<file path="src/rtl/rr_arbiter_16.sv">
// 16-requester packet-locked round-robin arbiter with a 5-bit owner index (16 = no owner).
// Optional grant hold limit is built only when ARB_HOLD_LIMIT_EN is defined.
module rr_arbiter_16 #(
    parameter int unsigned NUM_REQ  = 16,
    parameter int unsigned IDX_W    = 5,
    parameter int unsigned MAX_HOLD = 64
) (
    input  logic               clk,
    input  logic               rst,
    input  logic [NUM_REQ-1:0] req,
    input  logic [NUM_REQ-1:0] last,
    input  logic               res_ready,
    output logic [NUM_REQ-1:0] gnt,
    output logic [IDX_W-1:0]   gnt_idx,
    output logic               gnt_vld,
    output logic               hold_expired
);

    localparam int unsigned PTR_W = $clog2(NUM_REQ);
    localparam logic [IDX_W-1:0] IdxNone = IDX_W'(NUM_REQ);

    // The index encoding reserves value NUM_REQ for "none", so the sizes are locked together.
    if (NUM_REQ != 16 || IDX_W != 5 || MAX_HOLD < 2) begin : g_bad_cfg
        $error("rr_arbiter_16: unsupported parameter set");
    end

    typedef enum logic [0:0] {StIdle, StGrant} state_e;

    state_e             state_q, state_d;
    logic [NUM_REQ-1:0] gnt_q, gnt_d;
    logic [IDX_W-1:0]   idx_q, idx_d;
    logic [PTR_W-1:0]   ptr_q, ptr_d;

    logic [PTR_W-1:0]   owner;
    logic [PTR_W-1:0]   owner_nxt;
    logic [PTR_W-1:0]   arb_ptr;
    logic [IDX_W-1:0]   win_idx;
    logic               beat;
    logic               norm_rel;
    logic               force_rel;
    logic               rel;
    logic               load;

    // First set bit of r scanning p, p+1, ... wrapping; IdxNone when r is empty.
    function automatic logic [IDX_W-1:0] rr_pick(input logic [NUM_REQ-1:0] r,
                                                 input logic [PTR_W-1:0]   p);
        logic [PTR_W-1:0] c;
        rr_pick = IdxNone;
        for (int i = NUM_REQ - 1; i >= 0; i--) begin
            c = p + PTR_W'(i);
            if (r[c]) begin
                rr_pick = {1'b0, c};
            end
        end
    endfunction

    assign owner     = idx_q[PTR_W-1:0];
    assign owner_nxt = owner + PTR_W'(1);
    assign beat      = gnt_vld & res_ready;
    assign norm_rel  = (beat & last[owner]) | ~req[owner];

    // On release the new winner is chosen from the already-advanced pointer.
    assign arb_ptr   = (state_q == StGrant) ? owner_nxt : ptr_q;
    assign win_idx   = rr_pick(req, arb_ptr);
    assign rel       = (state_q == StGrant) & (norm_rel | force_rel);

`ifdef ARB_HOLD_LIMIT_EN
    localparam int unsigned CNT_W = $clog2(MAX_HOLD);

    logic [CNT_W-1:0] hold_cnt_q, hold_cnt_d;
    logic             expired_q;

    // A normal release in the limit cycle wins, so force_rel excludes it.
    assign force_rel = (state_q == StGrant) & (hold_cnt_q == CNT_W'(MAX_HOLD - 1)) & ~norm_rel;

    always_comb begin
        hold_cnt_d = hold_cnt_q;
        if (load || state_d == StIdle) begin
            hold_cnt_d = '0;
        end else if (state_q == StGrant) begin
            hold_cnt_d = hold_cnt_q + CNT_W'(1);
        end
    end

    always_ff @(posedge clk) begin
        if (rst) begin
            hold_cnt_q <= '0;
            expired_q  <= 1'b0;
        end else begin
            hold_cnt_q <= hold_cnt_d;
            expired_q  <= force_rel;
        end
    end
`else
    assign force_rel = 1'b0;
`endif

    // State register.
    always_ff @(posedge clk) begin
        if (rst) begin
            state_q <= StIdle;
            gnt_q   <= '0;
            idx_q   <= IdxNone;
            ptr_q   <= '0;
        end else begin
            state_q <= state_d;
            gnt_q   <= gnt_d;
            idx_q   <= idx_d;
            ptr_q   <= ptr_d;
        end
    end

    // Next-state logic.
    always_comb begin
        state_d = state_q;
        gnt_d   = gnt_q;
        idx_d   = idx_q;
        ptr_d   = ptr_q;
        load    = 1'b0;
        case (state_q)
            StIdle: begin
                if (win_idx != IdxNone) begin
                    load    = 1'b1;
                    state_d = StGrant;
                end
            end
            StGrant: begin
                if (rel) begin
                    ptr_d = owner_nxt;
                    if (win_idx != IdxNone) begin
                        load = 1'b1;
                    end else begin
                        state_d = StIdle;
                        gnt_d   = '0;
                        idx_d   = IdxNone;
                    end
                end
            end
            default: begin
                state_d = StIdle;
            end
        endcase
        if (load) begin
            gnt_d = NUM_REQ'(1) << win_idx[PTR_W-1:0];
            idx_d = win_idx;
        end
    end

    // Output logic.
    always_comb begin
        gnt     = gnt_q;
        gnt_idx = idx_q;
        gnt_vld = (state_q == StGrant);
`ifdef ARB_HOLD_LIMIT_EN
        hold_expired = expired_q;
`else
        hold_expired = 1'b0;
`endif
    end

    a_gnt_onehot0: assert property (@(posedge clk) disable iff (rst) $onehot0(gnt));
    a_idx_vld: assert property (@(posedge clk) disable iff (rst)
                                gnt_vld == (gnt_idx != IdxNone));
    a_vld_gnt: assert property (@(posedge clk) disable iff (rst) gnt_vld == (|gnt));

endmodule

</file>
<file path="config.mk">
export PLATFORM = sky130hd
export DESIGN_NAME = rr_arbiter_16
export DESIGN_NICKNAME = d
export VERILOG_FILES = /design/src/rtl/rr_arbiter_16.sv
export SDC_FILE = /design/constraint.sdc
export NUM_CORES = 1
export LEC_CHECK = 0
export CAP_MARGIN = 20
export CORE_MARGIN = 2
export CORE_UTILIZATION = 30
export CTS_CLUSTER_SIZE = 20
export DETAILED_ROUTE_END_ITERATION = 10
export PLACE_DENSITY = 0.53
export RECOVER_POWER = 100
export SETUP_SLACK_MARGIN = 0.02
export SYNTH_ARGS = -nofsm -noshare
export SYNTH_HDL_FRONTEND = slang
export SYNTH_SLANG_ARGS = --single-unit
</file>
<file path="constraint.sdc">
create_clock -name clk -period 6.8 [get_ports clk]
set_clock_uncertainty 0.15 [all_clocks]
set_input_delay 0.68 -clock clk [delete_from_list [all_inputs] [get_ports clk]]
set_output_delay 0.68 -clock clk [all_outputs]
set_load 0.02 [all_outputs]
</file>
Word level (Yosys, flattened, before mapping)
Cells that the tools add are included.
{"block": "op_classes", "n_addsub": 16, "reduce_logical": 4, "bitwise": 6, "eq_ne": 2, "order_cmp": 17, "shift": 1, "mux": 66}
{"op": "$mux W5", "n": 20}
{"op": "$lt A4 B5 Y1 const B", "n": 17}
{"op": "$bmux W1 S4", "n": 18}
{"op": "$mux W16", "n": 4}
{"op": "$add A4 B4 Y4 const B", "n": 8}
{"op": "$mux W1", "n": 21}
{"op": "$add A4 B3 Y4 const B", "n": 4}
{"op": "$shl A1 B4 Y16 const A", "n": 1}
{"op": "$add A4 B1 Y4 const B", "n": 2}
{"op": "$add A4 B2 Y4 const B", "n": 2}
{"op": "$ne A5 B5 Y1 const B", "n": 1}
{"op": "$mux W4", "n": 1}
{"op": "$pmux W1 S2", "n": 2}
{"op": "$reduce_bool A2 Y1", "n": 2}
{"op": "$and A1 B1 Y1", "n": 3}
{"op": "$reduce_and A3 Y1", "n": 1}
{"op": "$ne A2 B2 Y1 const B", "n": 1}
{"op": "$not A1 Y1", "n": 2}
{"op": "$reduce_and A2 Y1", "n": 1}
{"op": "$or A1 B1 Y1", "n": 1}
{"block": "totals", "reg_bits": 26, "output_inout_bits": 23, "word_cells": 116}

Logic depth before layout (Yosys ltp)
{"block": "depth", "depth_word": 27, "depth_mapped": 18}

Least setup slack after synthesis
OpenSTA, ideal clock, no wires.
{"block": "synth_timing", "kind": "flip-flop to flip-flop", "from": "register idx_q[0], in the netlist gnt_idx[0]", "to": "register gnt_q[0], in the netlist gnt[0]", "stages_incl_launch_ff": 15, "arrival_time_ps": 4745, "setup_slack_ps": 1787, "synth_period_minus_slack_ps": 5013, "path_cell_list": "dfxtp_1 -> ha_1 -> mux2i_1 -> clkbuf_1 -> clkbuf_1 -> ha_1 -> xnor2_1 -> mux4_2 -> mux2_2 -> or4_1 -> o211ai_1 -> a31oi_1 -> or3_1 -> buf_2 -> a32o_1"}
{"block": "synth_via", "elab_chain_len": 27, "word_cells_on_any_way": 83}
{"element": "start, declared", "line": "31", "text": "logic [IDX_W-1:0] idx_q, idx_d;"}
{"element": "start signal, assigned", "line": "103", "text": "idx_q <= IdxNone;"}
{"element": "start signal, assigned", "line": "108", "text": "idx_q <= idx_d;"}
{"element": "$add A4 B1 Y4 *", "line": "58", "text": "assign owner_nxt = owner + PTR_W'(1);"}
{"element": "net owner_nxt[1]", "line": "35", "text": "logic [PTR_W-1:0] owner_nxt;"}
{"element": "$mux W4 *", "line": "63", "text": "assign arb_ptr = (state_q == StGrant) ? owner_nxt : ptr_q;"}
{"element": "$add A4 B4 Y4", "line": "50", "text": "c = p + PTR_W'(i);"}
{"element": "$bmux W1 S4", "line": "51", "text": "if (r[c]) begin"}
{"element": "$mux W1 (not written as such)", "line": "51"}
{"element": "$mux W5 (15 in a row)", "line": "51"}
{"element": "$mux W5 *", "line": "51"}
{"element": "$ne A5 B5 Y1", "line": "122, 130"}
{"element": "$mux W1", "line": "122, 130"}
{"element": "$mux W1", "line": "128", "text": "if (rel) begin"}
{"element": "$pmux W1 S2", "line": "120", "text": "case (state_q)"}
{"element": "$ne A2 B2 Y1 (no line) or $reduce_bool A2 Y1 (tied branches)"}
{"element": "$reduce_and A3 Y1 (no line)"}
{"element": "end signal, assigned", "line": "107", "text": "gnt_q <= gnt_d;"}
{"element": "end, declared", "line": "30", "text": "logic [NUM_REQ-1:0] gnt_q, gnt_d;"}
Mark *: on every way through the listed nets, which the timed path passes. The rest lies on a longest branch. The select of a mux whose other input is x is not followed.
A chain may end at the register's enable or synchronous reset.

Final worst setup path
{"block": "layout_timing", "from": "register idx_q[0], in the netlist gnt_idx[0]", "to": "register gnt_q[9], in the netlist gnt[9]"}
Same word-level chain as after synthesis.

==> flow_summary_export.csv <==
group,metric,value,unit
timing,max_slew_margin,28.0,%
drt,finalWirelength,12000,um
clocking,cts_buffers,3,
hold_path,hold_depth,1,
cells_and_area,num_antenna_cells,0,
synthesis,yosys.area.top_type_share,14.6,%
cells_and_area,layout-drive-gt1-share,14.3,%
drt,avgViaCountPerCell,6.02,
timing,fmax,168,MHz
placement,preCtsSetupSlack,1.20,ns
synthesis,ys_types,76,
setup_path,cp.depth,14,
synthesis,yosysSeqAreaShare,14.6,%
synthesis,synth_edf_count,0,
status,status,"completed",
placement,place_congestion,0.913,
clocking,clk_transition_reported_paths,0.07,ns
synthesis,synth_area_leaders,"dfxtp_1 (15%), mux4_2 (13%), mux2i_1 (7.3%)",
floorplanning,chipWidth,113,um
setup_path,worstPathBufferInverterCount,2,
timing,period_share,87.6,%
global_route,gr-total-overflow,0,
setup_path,crit_chain,"ha_1 -> mux2i_2 -> buf_4 -> inv_1 -> ha_1 -> xnor2_1 -> mux4_2 -> mux2i_1 -> nand2b_1 -> a211o_1 -> o311a_1 -> a31oi_1 -> or3_1 -> a32o_1",
setup_path,cp_slowest_cell,"dfxtp_1",
global_route,antenna_found_initial,0,
timing,worstMarginPinSlew,1.08,ns
timing,setup_ws,0.841,ns
synthesis,synth_nets,455,
setup_path,start_kind,"register",
drt,drtPass1Iterations,5,
setup_path,critPathMaxFanout,25,
setup_path,critPathMostFrequentCell,"ha_1",
cells_and_area,final_nets,500,
cells_and_area,synthToLayoutAreaGrowth,20.9,%
clocking,cts_resized,0,
placement,io_buffers,56,
clocking,clockBufferDepth,2,
hold_path,hold_start,"gnt[5]",
setup_path,slowest_delay,0.79,ns
drt,drt_iter0_drc,306,
timing,layout_min_cycle_time,5.96,ns
clocking,ctsHoldBuffers,0,
global_route,grt_pass1_vias,3503,
pwr,power.density,532,nW/um^2
pwr,power.leakage,1.63,nW
floorplanning,die_h,113,um
timing,setup_viol,0,
global_route,grt_pass1_wl,19400,um
timing,slew_viol_final,0,
setup_path,critPathKind,"reg -> reg",
job,drv_cap,0,
synthesis,synth_area_leader_cell,"dfxtp_1",
clocking,post_cts_buffers,0,
clocking,cts.sinks,26,
cells_and_area,postLayoutCoreUtil,37.5,%
timing,final-hold-violation-count,0,
drt,drcViolationCount,0,
hold_path,min_path_type,"reg -> reg",
floorplanning,core_area,11500,sq um
floorplanning,io-pin-count,58,
setup_path,worstPathRequired,6.85,ns
clocking,cts_root_buf,"clkbuf_16",
global_route,track_usage,18.7,%
synthesis,synth_most_common_cell,"nand2_1",
timing,fin_setup_tns,0,ns
synthesis,synth_cells,412,
synthesis,synth_top_flop_cell,"dfxtp_1",
floorplanning,die-area,12800,sq um
global_route,grt_max_degree,27,
drt,antenna_left,0,
setup_path,cp_top_family,"multiplexers",
placement,dp_hpwl,9240,um
clocking,cts_tree,"built",
clocking,h-tree-depth,1,
synthesis,syn_area,3570,sq um
clocking,worstSkewPairLatency,0.26,ns
synthesis,yosysWarnings,0,
setup_path,r2r_start,"gnt_idx[0]",
synthesis,synth_async_sr_flop_share,0,%
synthesis,synthTopCellsByCount,"nand2_1 (34), nor2_1 (31), dfxtp_1 (26), mux2i_1 (26), nand3_1 (22)",
setup_path,critPathCaptureType,"register",
synthesis,synth_seq_cells,26,
floorplanning,start_util,31.0,%
drt,num_vias,3608,
floorplanning,rows,39,
setup_path,r2r_cells,14,
setup_path,critical_path.startpoint,"gnt_idx[0]",
setup_path,crit_arrival,6.01,ns
drt,wl_per_cell,20.1,um
synthesis,syn_area_per_cell,8.66,sq um
timing,rsz0062_at_grt,"false",
pwr,ir_drop,0.186,mV
-- report_power, final --
group / switching (mW) / internal (mW) / leakage [nW]
registers: 0.0389 / 0.181 / 0.212
clock network: 0.0530 / 0.117 / 0.0511
logic: 1.16 / 0.746 / 1.37
total: 1.25 / 1.04 / 1.63
-- cells in the final DEF (no fill, tap or decap), drive strengths merged, types with 7 or more instances in the layout --
cell / instances
a32o: 16
a211oi: 8
mux2: 8
dlygate4sd3: 22
or2: 7
nand3: 22
a21oi: 22
nand2: 36
clkdlybuf4s50: 34
nor2: 31
buf: 7
ha: 8
and2: 10
o21ai: 21
nor3: 10
mux2i: 30
xnor2: 10
mux4: 20
dfxtp: 26
o211ai: 8
nand2b: 11
-- worst reg2reg max path: cells and delay by family, from the launching register on --
| kind | cells | cell delay (ns) |
|---|---|---|
| compound gates | 4 | 0.99 |
| xor+xnor | 1 | 0.57 |
| fa+ha+maj | 2 | 0.73 |
| buf+inv | 2 | 0.62 |
| flops | 1 | 0.79 |
| mux | 3 | 1.57 |
| simple gates | 2 | 0.47 |
-- layout make-up --
type / instances / area, sq um
Inverter: 6 / 25.0
Multi-Input combinational cell: 357 / 2870
Sequential cell: 26 / 520
Clock inverter: 1 / 30.0
Clock buffer: 3 / 75.1
Fill cell: 1172 / 7200
Tap cell: 143 / 179
Timing Repair Buffer: 63 / 613
-- metal layers --
layer | global-route usage [%] | vias up | share of wire [%]
met4 | 3.98 | 0 | 1.8
li1 | - | 1696 | -
met2 | 30.6 | 159 | 46
met3 | 2.04 | 22 | 7.1
met5 | 0 | - | 0
met1 | 26.8 | 1731 | 45
-- flip-flops by register name, summed over array words and instances (netlist names) --
name     cells
ptr_q        4
gnt_vld      1
gnt         16
gnt_idx      5
-- kinds of logic (layout without fill, tap and decap cells) --
group           after synthesis  count (layout)  share of synthesized area (%)
xor+xnor                     16              16                           5.72
buf+inv                      29              73                           4.42
compound gates              122             122                           25.7
simple gates                152             152                           22.4
fa+ha+maj                     8               8                           2.81
other cells                   1               1                          0.105
flops                        26              26                           14.6
mux                          58              58                           24.2
-- final timing paths --
kind,endpoint,slack (ns)
setup / recovery,gnt[9],0.84
hold / removal,gnt[5],0.32
setup reg to reg,gnt[9],0.84
hold reg to reg,gnt[5],0.32
-- metrics by stage --
stage / cells / hold slack (ns) / cell area, sq um / power (mW)
after CTS: 599 / 0.322 / 4340 / 2.30
after global routing: 599 / 0.330 / 4310 / 2.47
after detailed placement: 595 / 0.306 / 4230 / 2.12
after floorplan: 412 / 0.306 / 3570 / 1.63
final: 599 / 0.315 / 4310 / 2.30
after global placement: 595 / 0.305 / 4230 / 2.12
Power figures use the tool's default switching activity.
